`src/rtl/vip_featuremap_channel_joiner_if.sv`:
```
// Bus bundle for the featuremap channel joiner: per-channel input streams,
// joined output stream, frame control and status.
interface vip_featuremap_channel_joiner_if #(
    parameter int DWIDTH = 32,
    parameter int NCH    = 8
);
    logic [31:0]            num_data;
    logic [NCH-1:0]         ch_mask;
    logic [NCH*DWIDTH-1:0]  in_data;
    logic [NCH-1:0]         in_wrreq;
    logic [NCH-1:0]         in_full;
    logic [NCH*DWIDTH-1:0]  out_data;
    logic                   out_wrreq;
    logic                   out_full;
    logic                   frame_done;
    logic [31:0]            word_count;
    logic [NCH-1:0]         overflow_err;

    modport slave (
        input  num_data, ch_mask, in_data, in_wrreq, out_full,
        output in_full, out_data, out_wrreq, frame_done, word_count, overflow_err
    );

    modport master (
        output num_data, ch_mask, in_data, in_wrreq, out_full,
        input  in_full, out_data, out_wrreq, frame_done, word_count, overflow_err
    );
endinterface

```
`src/rtl/vip_featuremap_channel_joiner.sv`:
```
// Buffers NCH per-filter streams in per-channel FIFOs and emits one channel-aligned
// joined word whenever every enabled channel holds data; counts words per frame.
module vip_featuremap_channel_joiner #(
    parameter  int DWIDTH = 32,
    parameter  int NCH    = 8,
    parameter  int DEPTH  = 16,
    localparam int AW     = $clog2(DEPTH)
) (
    input  logic                          clock,
    input  logic                          reset,
    vip_featuremap_channel_joiner_if.slave bus
);

    localparam logic [1:0] ST_IDLE = 2'd0;
    localparam logic [1:0] ST_RUN  = 2'd1;
    localparam logic [1:0] ST_DONE = 2'd2;

    logic [1:0]             r_state;
    logic [1:0]             w_state_nxt;
    logic [31:0]            r_num;
    logic [NCH-1:0]         r_mask;
    logic [DWIDTH-1:0]      r_mem   [NCH][DEPTH];
    logic [AW-1:0]          r_wptr  [NCH];
    logic [AW-1:0]          r_rptr  [NCH];
    logic [AW:0]            r_count [NCH];
    logic [AW:0]            w_count_nxt [NCH];
    logic [NCH-1:0]         r_full;
    logic [NCH-1:0]         r_ovf;
    logic [NCH-1:0]         w_wr_acc;
    logic [NCH-1:0]         w_pop;
    logic [NCH-1:0]         w_nonempty;
    logic                   w_fire;
    logic                   w_last;
    logic [NCH*DWIDTH-1:0]  w_join;
    logic [NCH*DWIDTH-1:0]  r_out_data;
    logic                   r_out_wrreq;
    logic                   r_frame_done;
    logic [31:0]            r_word_count;

    // Per-channel accept/pop decisions, join gather and next occupancy
    always_comb begin
        w_wr_acc   = {NCH{1'b0}};
        w_nonempty = {NCH{1'b0}};
        w_join     = {(NCH*DWIDTH){1'b0}};
        for (int k = 0; k < NCH; k++) begin
            w_wr_acc[k]   = bus.in_wrreq[k] & ~r_full[k];
            // Occupancy before this edge: a same-cycle write to an empty FIFO cannot join
            w_nonempty[k] = (r_count[k] != {(AW+1){1'b0}});
            if (r_mask[k]) begin
                w_join[k*DWIDTH +: DWIDTH] = r_mem[k][r_rptr[k]];
            end else begin
                w_join[k*DWIDTH +: DWIDTH] = {DWIDTH{1'b0}};
            end
        end
        w_fire = (r_state == ST_RUN) && ((w_nonempty | ~r_mask) == {NCH{1'b1}}) && !bus.out_full;
        w_last = (r_word_count == (r_num - 32'd1));
        if (w_fire) begin
            w_pop = r_mask;
        end else begin
            w_pop = {NCH{1'b0}};
        end
        for (int k = 0; k < NCH; k++) begin
            case ({w_wr_acc[k], w_pop[k]})
                2'b10:   w_count_nxt[k] = r_count[k] + (AW+1)'(1);
                2'b01:   w_count_nxt[k] = r_count[k] - (AW+1)'(1);
                default: w_count_nxt[k] = r_count[k];
            endcase
        end
    end

    // Frame sequencing
    always_comb begin
        case (r_state)
            ST_IDLE: begin
                if (bus.num_data != 32'd0) begin
                    w_state_nxt = ST_RUN;
                end else begin
                    w_state_nxt = ST_IDLE;
                end
            end
            ST_RUN: begin
                if (w_fire && w_last) begin
                    w_state_nxt = ST_DONE;
                end else begin
                    w_state_nxt = ST_RUN;
                end
            end
            ST_DONE: w_state_nxt = ST_IDLE;
            default: w_state_nxt = ST_IDLE;
        endcase
    end

    // FIFO storage; contents need no reset since pointers define validity
    always_ff @(posedge clock) begin
        for (int k = 0; k < NCH; k++) begin
            if (w_wr_acc[k]) begin
                r_mem[k][r_wptr[k]] <= bus.in_data[k*DWIDTH +: DWIDTH];
            end
        end
    end

    // FIFO pointers, occupancy, full and sticky overflow flags
    always_ff @(posedge clock or negedge reset) begin
        if (!reset) begin
            for (int k = 0; k < NCH; k++) begin
                r_wptr[k]  <= {AW{1'b0}};
                r_rptr[k]  <= {AW{1'b0}};
                r_count[k] <= {(AW+1){1'b0}};
            end
            r_full <= {NCH{1'b0}};
            r_ovf  <= {NCH{1'b0}};
        end else begin
            for (int k = 0; k < NCH; k++) begin
                if (w_wr_acc[k]) begin
                    r_wptr[k] <= r_wptr[k] + AW'(1);
                end
                if (w_pop[k]) begin
                    r_rptr[k] <= r_rptr[k] + AW'(1);
                end
                r_count[k] <= w_count_nxt[k];
                r_full[k]  <= (w_count_nxt[k] == (AW+1)'(DEPTH));
                r_ovf[k]   <= r_ovf[k] | (bus.in_wrreq[k] & r_full[k]);
            end
        end
    end

    // Frame state, latched frame parameters and registered output stream
    always_ff @(posedge clock or negedge reset) begin
        if (!reset) begin
            r_state      <= ST_IDLE;
            r_num        <= 32'd0;
            r_mask       <= {NCH{1'b0}};
            r_word_count <= 32'd0;
            r_out_data   <= {(NCH*DWIDTH){1'b0}};
            r_out_wrreq  <= 1'b0;
            r_frame_done <= 1'b0;
        end else begin
            r_state      <= w_state_nxt;
            r_out_wrreq  <= w_fire;
            r_frame_done <= (w_state_nxt == ST_DONE);
            if (w_fire) begin
                r_out_data <= w_join;
            end else begin
                r_out_data <= r_out_data;
            end
            if ((r_state == ST_IDLE) && (bus.num_data != 32'd0)) begin
                r_num        <= bus.num_data;
                r_mask       <= (bus.ch_mask == {NCH{1'b0}}) ? {NCH{1'b1}} : bus.ch_mask;
                r_word_count <= 32'd0;
            end else if (w_fire) begin
                r_word_count <= r_word_count + 32'd1;
            end else begin
                r_word_count <= r_word_count;
            end
        end
    end

    assign bus.in_full      = r_full;
    assign bus.out_data     = r_out_data;
    assign bus.out_wrreq    = r_out_wrreq;
    assign bus.frame_done   = r_frame_done;
    assign bus.word_count   = r_word_count;
    assign bus.overflow_err = r_ovf;

endmodule

```
`src/flat_wrapper.sv`:
```
// flat-port wrapper written by rule: the top's interface ports become plain ports
module vip_featuremap_channel_joiner_flat 
#(
    parameter  int DWIDTH = 32,
    parameter  int NCH    = 8,
    parameter  int DEPTH  = 16,
    localparam int AW     = $clog2(DEPTH)
)
  (clock, reset, bus_num_data, bus_ch_mask, bus_in_data, bus_in_wrreq, bus_out_full, bus_in_full, bus_out_data, bus_out_wrreq, bus_frame_done, bus_word_count, bus_overflow_err);
  vip_featuremap_channel_joiner_if #(.DWIDTH(DWIDTH), .NCH(NCH)) bus_i ();
  input  logic clock;
  input  logic reset;
  input wire logic [$bits(bus_i.num_data)-1:0] bus_num_data;
  input wire logic [$bits(bus_i.ch_mask)-1:0] bus_ch_mask;
  input wire logic [$bits(bus_i.in_data)-1:0] bus_in_data;
  input wire logic [$bits(bus_i.in_wrreq)-1:0] bus_in_wrreq;
  input wire logic [$bits(bus_i.out_full)-1:0] bus_out_full;
  output wire logic [$bits(bus_i.in_full)-1:0] bus_in_full;
  output wire logic [$bits(bus_i.out_data)-1:0] bus_out_data;
  output wire logic [$bits(bus_i.out_wrreq)-1:0] bus_out_wrreq;
  output wire logic [$bits(bus_i.frame_done)-1:0] bus_frame_done;
  output wire logic [$bits(bus_i.word_count)-1:0] bus_word_count;
  output wire logic [$bits(bus_i.overflow_err)-1:0] bus_overflow_err;
  assign bus_i.num_data = bus_num_data;
  assign bus_i.ch_mask = bus_ch_mask;
  assign bus_i.in_data = bus_in_data;
  assign bus_i.in_wrreq = bus_in_wrreq;
  assign bus_i.out_full = bus_out_full;
  assign bus_in_full = bus_i.in_full;
  assign bus_out_data = bus_i.out_data;
  assign bus_out_wrreq = bus_i.out_wrreq;
  assign bus_frame_done = bus_i.frame_done;
  assign bus_word_count = bus_i.word_count;
  assign bus_overflow_err = bus_i.overflow_err;
  vip_featuremap_channel_joiner #(.DWIDTH(DWIDTH), .NCH(NCH), .DEPTH(DEPTH)) u_core (.clock(clock), .reset(reset), .bus(bus_i));
endmodule
```
`config.mk`:
```
export PLATFORM = sky130hd
export DESIGN_NAME = vip_featuremap_channel_joiner_flat
export DESIGN_NICKNAME = d
export VERILOG_FILES = /design/src/rtl/vip_featuremap_channel_joiner_if.sv /design/src/rtl/vip_featuremap_channel_joiner.sv /design/src/flat_wrapper.sv
export SDC_FILE = /design/constraint.sdc
export NUM_CORES = 2
export LEC_CHECK = 0
export ABC_AREA = 1
export BUFFER_PORTS_ARGS = -buffer_cell sky130_fd_sc_hd__buf_2
export CAP_MARGIN = 20
export CORE_MARGIN = 3
export CORE_UTILIZATION = 25
export DETAILED_ROUTE_END_ITERATION = 6
export PLACE_DENSITY = 0.48
export SLEW_MARGIN = 15
export SYNTH_ARGS = -nofsm -noshare
export SYNTH_HDL_FRONTEND = slang
export SYNTH_SLANG_ARGS = --single-unit
```
`constraint.sdc`:
```
create_clock -name clock -period 4.2 [get_ports clock]
set_clock_uncertainty 0.1 [all_clocks]
set_input_delay 0.84 -clock clock [delete_from_list [all_inputs] [get_ports clock]]
set_output_delay 0.84 -clock clock [all_outputs]
set_load 0.02 [all_outputs]
```
Word-level counts from Yosys, hierarchy flattened
Memories as Yosys holds them, arrays and structs flattened.
Index checks and enable logic that the tools add are counted.
Word-level totals
  word-level logic and storage cells: 274
  memories kept: 1
  bits in latches: 0
  memory bits (writable): 4096
  bits in registers: 452
  output and inout port bits: 306
  input bits: 307
  bits in read-only memories: 0
Cells by class
  equal/unequal tests: 28
  add/sub/neg operators: 34
  reduce and logical (&&, ||, !) cells: 25
  divide/modulo/power cells: 0
  magnitude comparators: 24
  multiplexer cells: 79
  bitwise gates (word level): 50
  shift operators: 0
  $mul: 0
Memories
  u_core.r_mem: words 8, width 512, read ports 8, clocked after Yosys merged registers in 0, wr ports 8, line vip_featuremap_channel_joiner.sv:22  | logic [DWIDTH-1:0] r_mem [NCH][DEPTH];
Operators by type and width (number)
  $mux W512: 8
  $mux W32: 34
  $bmux W32 S4: 8
  $demux W32 S4: 8
  $ge A5 B5 Y1 const B: 16
  $not A4 Y5: 16
  $pmux W5 S2: 8
  $add A4 B1 Y4 const B: 16
  $add A5 B1 Y5 const B: 8
  $eq A5 B5 Y1 const B: 8
  $lt A5 B1 Y1 const B: 8
  $reduce_bool A5 Y1: 8
  $sub A5 B1 Y5 const B: 8
  $add A32 B1 Y32 const B: 1
  $eq A32 B32 Y1: 1
  $reduce_bool A32 Y1: 1
  $sub A32 B1 Y32 const B: 1
  $eq A2 B1 Y1 const B: 9
  $eq A2 B2 Y1 const B: 9
  $and A1 B1 Y1: 16
  $mux W8: 2
  $logic_and A1 B1 Y1: 12
  $mux W1: 9
  $eq A8 B8 Y1 const B: 1
  other kinds (10): 24

Logic depth before layout (Yosys ltp)
  depth in word-level cells: 9
  mapped depth: 19
  mapped depth without buffers: 17

Least setup slack after synthesis
OpenSTA, ideal clock, no wires.
  path kind: in2reg
  from: in bus_in_wrreq[0]
  to: mem u_core.r_mem[0][0] (netlist bit) (enable)
  stages: 4
  slack: 894 ps
  library setup time: 421 ps
  data required time: 3679 ps
  buffers on the path: 0
  data arrival time: 2785 ps
  cell sequence: inv_1 > nor2_1 > nand2_1 > nor2_1
RTL lines
  start, declared: line flat_wrapper.sv:16  | input wire logic [$bits(bus_i.in_wrreq)-1:0] bus_in_wrreq;
  end, declared: line vip_featuremap_channel_joiner.sv:22

Worst setup path in the final report
  from: reg u_core.r_mask[6]
  to: reg u_core.r_full[6], in the netlist u_core.bus.in_full[6]
Between the ends
  cells in the longest elaborated chain, start to end: 9
  elaborated cells between the ends (all ways): 10
  classes of those cells: 4 x eq/ne; 2 x mux; 2 x bitwise; 2 x reduce/logical
Ends and longest elaborated chain
  start, declared: line vip_featuremap_channel_joiner.sv:21  | logic [NCH-1:0] r_mask;
  start signal, assigned: line vip_featuremap_channel_joiner.sv:132  | r_mask <= {NCH{1'b0}};
  start signal, assigned: line vip_featuremap_channel_joiner.sv:148  | r_mask <= (bus.ch_mask == {NCH{1'b0}}) ? {NCH{1'b1}} : bus.ch_mask;
  $not A8 Y8: line vip_featuremap_channel_joiner.sv:55  | w_fire = (r_state == ST_RUN) && ((w_nonempty | ~r_mask) == {NCH{1'b1}}) && !bus.out_full;
  $or A8 B8 Y8: line vip_featuremap_channel_joiner.sv:55
  $eq A8 B8 Y1: line vip_featuremap_channel_joiner.sv:55
  $logic_and A1 B1 Y1 (2 in a row): line vip_featuremap_channel_joiner.sv:55
  $mux W8 (*): line vip_featuremap_channel_joiner.sv:57  | if (w_fire) begin
  $eq A2 B1 Y1 / $eq A2 B2 Y1 (equally long branches): line vip_featuremap_channel_joiner.sv:63  | case ({w_wr_acc[k], w_pop[k]})
  $pmux W5 S2 (*): line vip_featuremap_channel_joiner.sv:63
  $eq A5 B5 Y1 (*): line vip_featuremap_channel_joiner.sv:121  | r_full[k] <= (w_count_nxt[k] == (AW+1)'(DEPTH));
  end signal, assigned: line vip_featuremap_channel_joiner.sv:110  | r_full <= {NCH{1'b0}};
  end signal, assigned by index: line vip_featuremap_channel_joiner.sv:121
  end, declared: line vip_featuremap_channel_joiner.sv:27  | logic [NCH-1:0] r_full;
Mark *: on every way between the ends. The rest lies on a longest branch, timed or not.
A chain may end at the register's enable or synchronous reset.

==> impl_metrics.toml <==
[setup_path]
slowest_delay_ns = 0.36
rrSetupSlack_ns = 0.70
crit_family = "simple AND/OR/NAND/NOR gates"
worstPathRequired_ns = 5.00
worstPathCellList = "inv_1, nor2_1, nand3_1, nand2_1, nor2_1, nand3_4, buf_4, nor2_4, ha_1, ha_1, a21o_1, a21oi_1, inv_1, a21oi_1, o21ai_0, xor2_1, nor4_1"
worstSetupPathType = "register to register"
start_kind = "register"
end_kind = "register"
cp_data_arrival_time_ns = 4.30
cp_max_fo = 6
worst_path_max_delay_cell = "dfrtp_1"
critPathBufInv = 3

[synthesis]
ys.flop_type = "edfxtp_1"
async_flop_share = 0.0994
synth_commonest_cells = "4,096 x edfxtp_1, 2,634 x nor2_1, 2,410 x o21ai_0"
synth_top_area_frac = 0.686
synth_fp_nets = 14017
syn_area_um2 = 179000
yosysSeqAreaShare = 0.749
yosysWarnings = 0
yosysMostFrequentCell = "edfxtp_1"
ys_ff_latch = 4548
synth.distinct_cells = 56
syn_area_per_cell_um2 = 13.2
synth_area_leader_cell = "edfxtp_1"
synth_area_leaders = "edfxtp_1 69%, o21ai_0 6.7%, dfrtp_1 6.3%"
synth_cells = 13628
synth-edff-count = 4096

[sta]
hold_viol_final = 0
maxSlewViolCount = 0
finalCritPeriodShare = 0.832
min_period_ns = 3.50
fmax_ghz = 0.286
setup_tns_ns = 0
worst_pin_slew_ns = 1.11
slew-limit-headroom = 0.258
setup_viol = 0
rsz0062_at_grt = "false"

[placement]
portBuffers = 612
dp_hpwl_um = 315000
placed_cell_area_um2 = 196000
place.gp.congestion = 0.770

[route]
ant_nets = 0
top_layer = "met5"
wl_met2_um = 269000
dr.pass1.iters = 7
met1_length_um = 251000
route.met3.wl_um = 29300
via_count = 114885
wirelength_um = 564000
drtIter0Drc = 9685
avgRoutedWirePerCell_um = 23.0
viasPerCell = 4.69
drc = 0

[run_status]
outcome = "complete, no violations"

[global_route]
overflow = 0
grt_start_max_net_pins = 188
grt_pass1_wl_um = 815000
grt_use_total = 0.149
antenna_found_initial = 58
grt_pass1_vias = 112294

[clock_tree]
cts_htree_levels = 6
clkLatencyLatePin_ns = 1.05
cts-buffers-inserted = 522
cts.sinks = 4548
cts.hold.buffers_added = 284
cts_resized = 0
cts_setup_buffers = 0
clk_path_buf_depth = 4
path_clk_slew_ns = 0.06
root_buffer = "clkbuf_16"
cts_tree = "built"

[floorplan]
fp-row-count = 310
die_w_um = 853
start_util = 0.251
core_um2 = 714000
die_h_um = 853
pin_count = 613
dieArea_um2 = 727000

[finish]
area_delta_synth_final_pct = 20.4
fillers = 71893
layout.nets = 14890
postLayoutCoreUtil = 0.302
design_area_um2 = 216000
drive_gt1_frac = 0.141

[power]
ir_worst_vdd_mv = 0.621
p_per_area_nw_per_um2 = 688
power_mw = 148
leakagePower_nw = 72.0

[hold_path]
hold_path.class = "input pin to register"

[flow_run]
drv_cap = 0
==> metrics by stage <==
step                      cells  hold WS (ns)  worst slack, ns
final                     24478         0.138            0.704
after global routing      24458        0.0485            0.396
after CTS                 24446      0.000973            0.650
after detailed placement  23209         0.339            0.424
after global placement    23209         0.338            0.496
after floorplan           13628         0.371            0.894
==> logic make-up after synthesis <==
kind of cell             count (synthesis)  share of synthesized area
buffers and inverters                 1144                     0.0266
adder cells (fa/ha/maj)                 82                    0.00606
AND/OR/NAND/NOR                       3836                     0.0840
multiplexers                             3                   0.000168
flip-flops                            4548                      0.749
XOR/XNOR                               107                    0.00542
AO/OA/AOI/OAI                         3908                      0.129
==> metal layers <==
metal,vias up,GRT usage
li1,52436,-
met1,58702,0.203
met2,2963,0.247
met3,766,0.0233
met4,18,0.0374
met5,-,0
==> power breakdown <==
part / internal [mW] / switching, mW
combinational: 13.1 / 31.6
clock: 26.1 / 19.3
sequential: 55.1 / 3.23
total: 94.2 / 54.2
==> cell type report <==
cell class,instances,area (µm²),area share
Timing Repair Buffer,1261,9990,0.0463
Clock inverter,209,2840,0.0132
Inverter,232,937,0.00434
Clock buffer,744,14400,0.0668
Tap cell,9516,11900,0.0552
Antenna cell,32,80.1,0.000371
Sequential cell,4548,134000,0.623
Multi-Input combinational cell,7936,41200,0.191
==> worst reg2reg max path: cells and delay by family (launching register included) <==
kind / cells / cell delay, ns
and+or+nand+nor: 7 / 1.13
adders and majority gates: 2 / 0.62
DFF: 1 / 0.36
xor gates and xnor gates: 1 / 0.17
buffers and inverters: 3 / 0.42
AOI/OAI and AO/OA: 4 / 0.57
==> flip-flops by register name (all words and copies together) (netlist names) <==
signal                   cells
u_core.bus.overflow_err      8
u_core.bus.frame_done        1
u_core.r_state               2
u_core.r_count              40
u_core.r_num                32
u_core.r_wptr               32
u_core.bus.word_count       32
u_core.bus.in_full           8
u_core.bus.out_data        256
u_core.bus.out_wrreq         1
u_core.r_mem              4096
u_core.r_mask                8
u_core.r_rptr               32
==> path summary, 6_finish.rpt <==
path | cells after the start | endpoint | from
worst max-delay path | 17 | u_core.bus.in_full[6] | u_core.r_mask[6]
max in group asynchronous | 3 | u_core.bus.out_data[125] | reset
worst min-delay path | 1 | u_core.r_mem[1][2039] | bus_in_data[247]
worst min register to register | 1 | u_core.bus.overflow_err[1] | u_core.bus.overflow_err[1]
worst max register to register | 17 | u_core.bus.in_full[6] | u_core.r_mask[6]
min in group asynchronous | 2 | u_core.bus.out_data[160] | reset
==> cell usage in the layout, fill, tap and decap left out, types with 13 or more instances in the layout <==
cell / count
a31oi_1: 67
a21o_1: 23
clkinv_1: 53
inv_1: 194
o22ai_1: 540
inv_16: 13
clkbuf_8: 47
inv_6: 14
a32o_1: 124
clkinv_2: 68
nand3_1: 162
dfrtp_1: 424
buf_12: 107
clkbuf_16: 524
nand4_1: 39
clkinv_16: 31
nor2_4: 142
nor2_1: 2501
clkbuf_1: 173
buf_4: 258
dlygate4sd3_1: 284
nor4_1: 17
buf_2: 611
nand2_1: 892
o221ai_1: 280
xor2_1: 84
a21oi_1: 51
or2_2: 16
o221a_2: 142
o21ai_1: 231
xnor2_1: 20
nor3_1: 25
edfxtp_1: 4096
o211ai_1: 32
bufinv_16: 28
dfrtp_4: 20
diode_2: 32
ha_1: 74
o21ai_0: 2410
No activity file was read; power rests on OpenSTA's default activity.
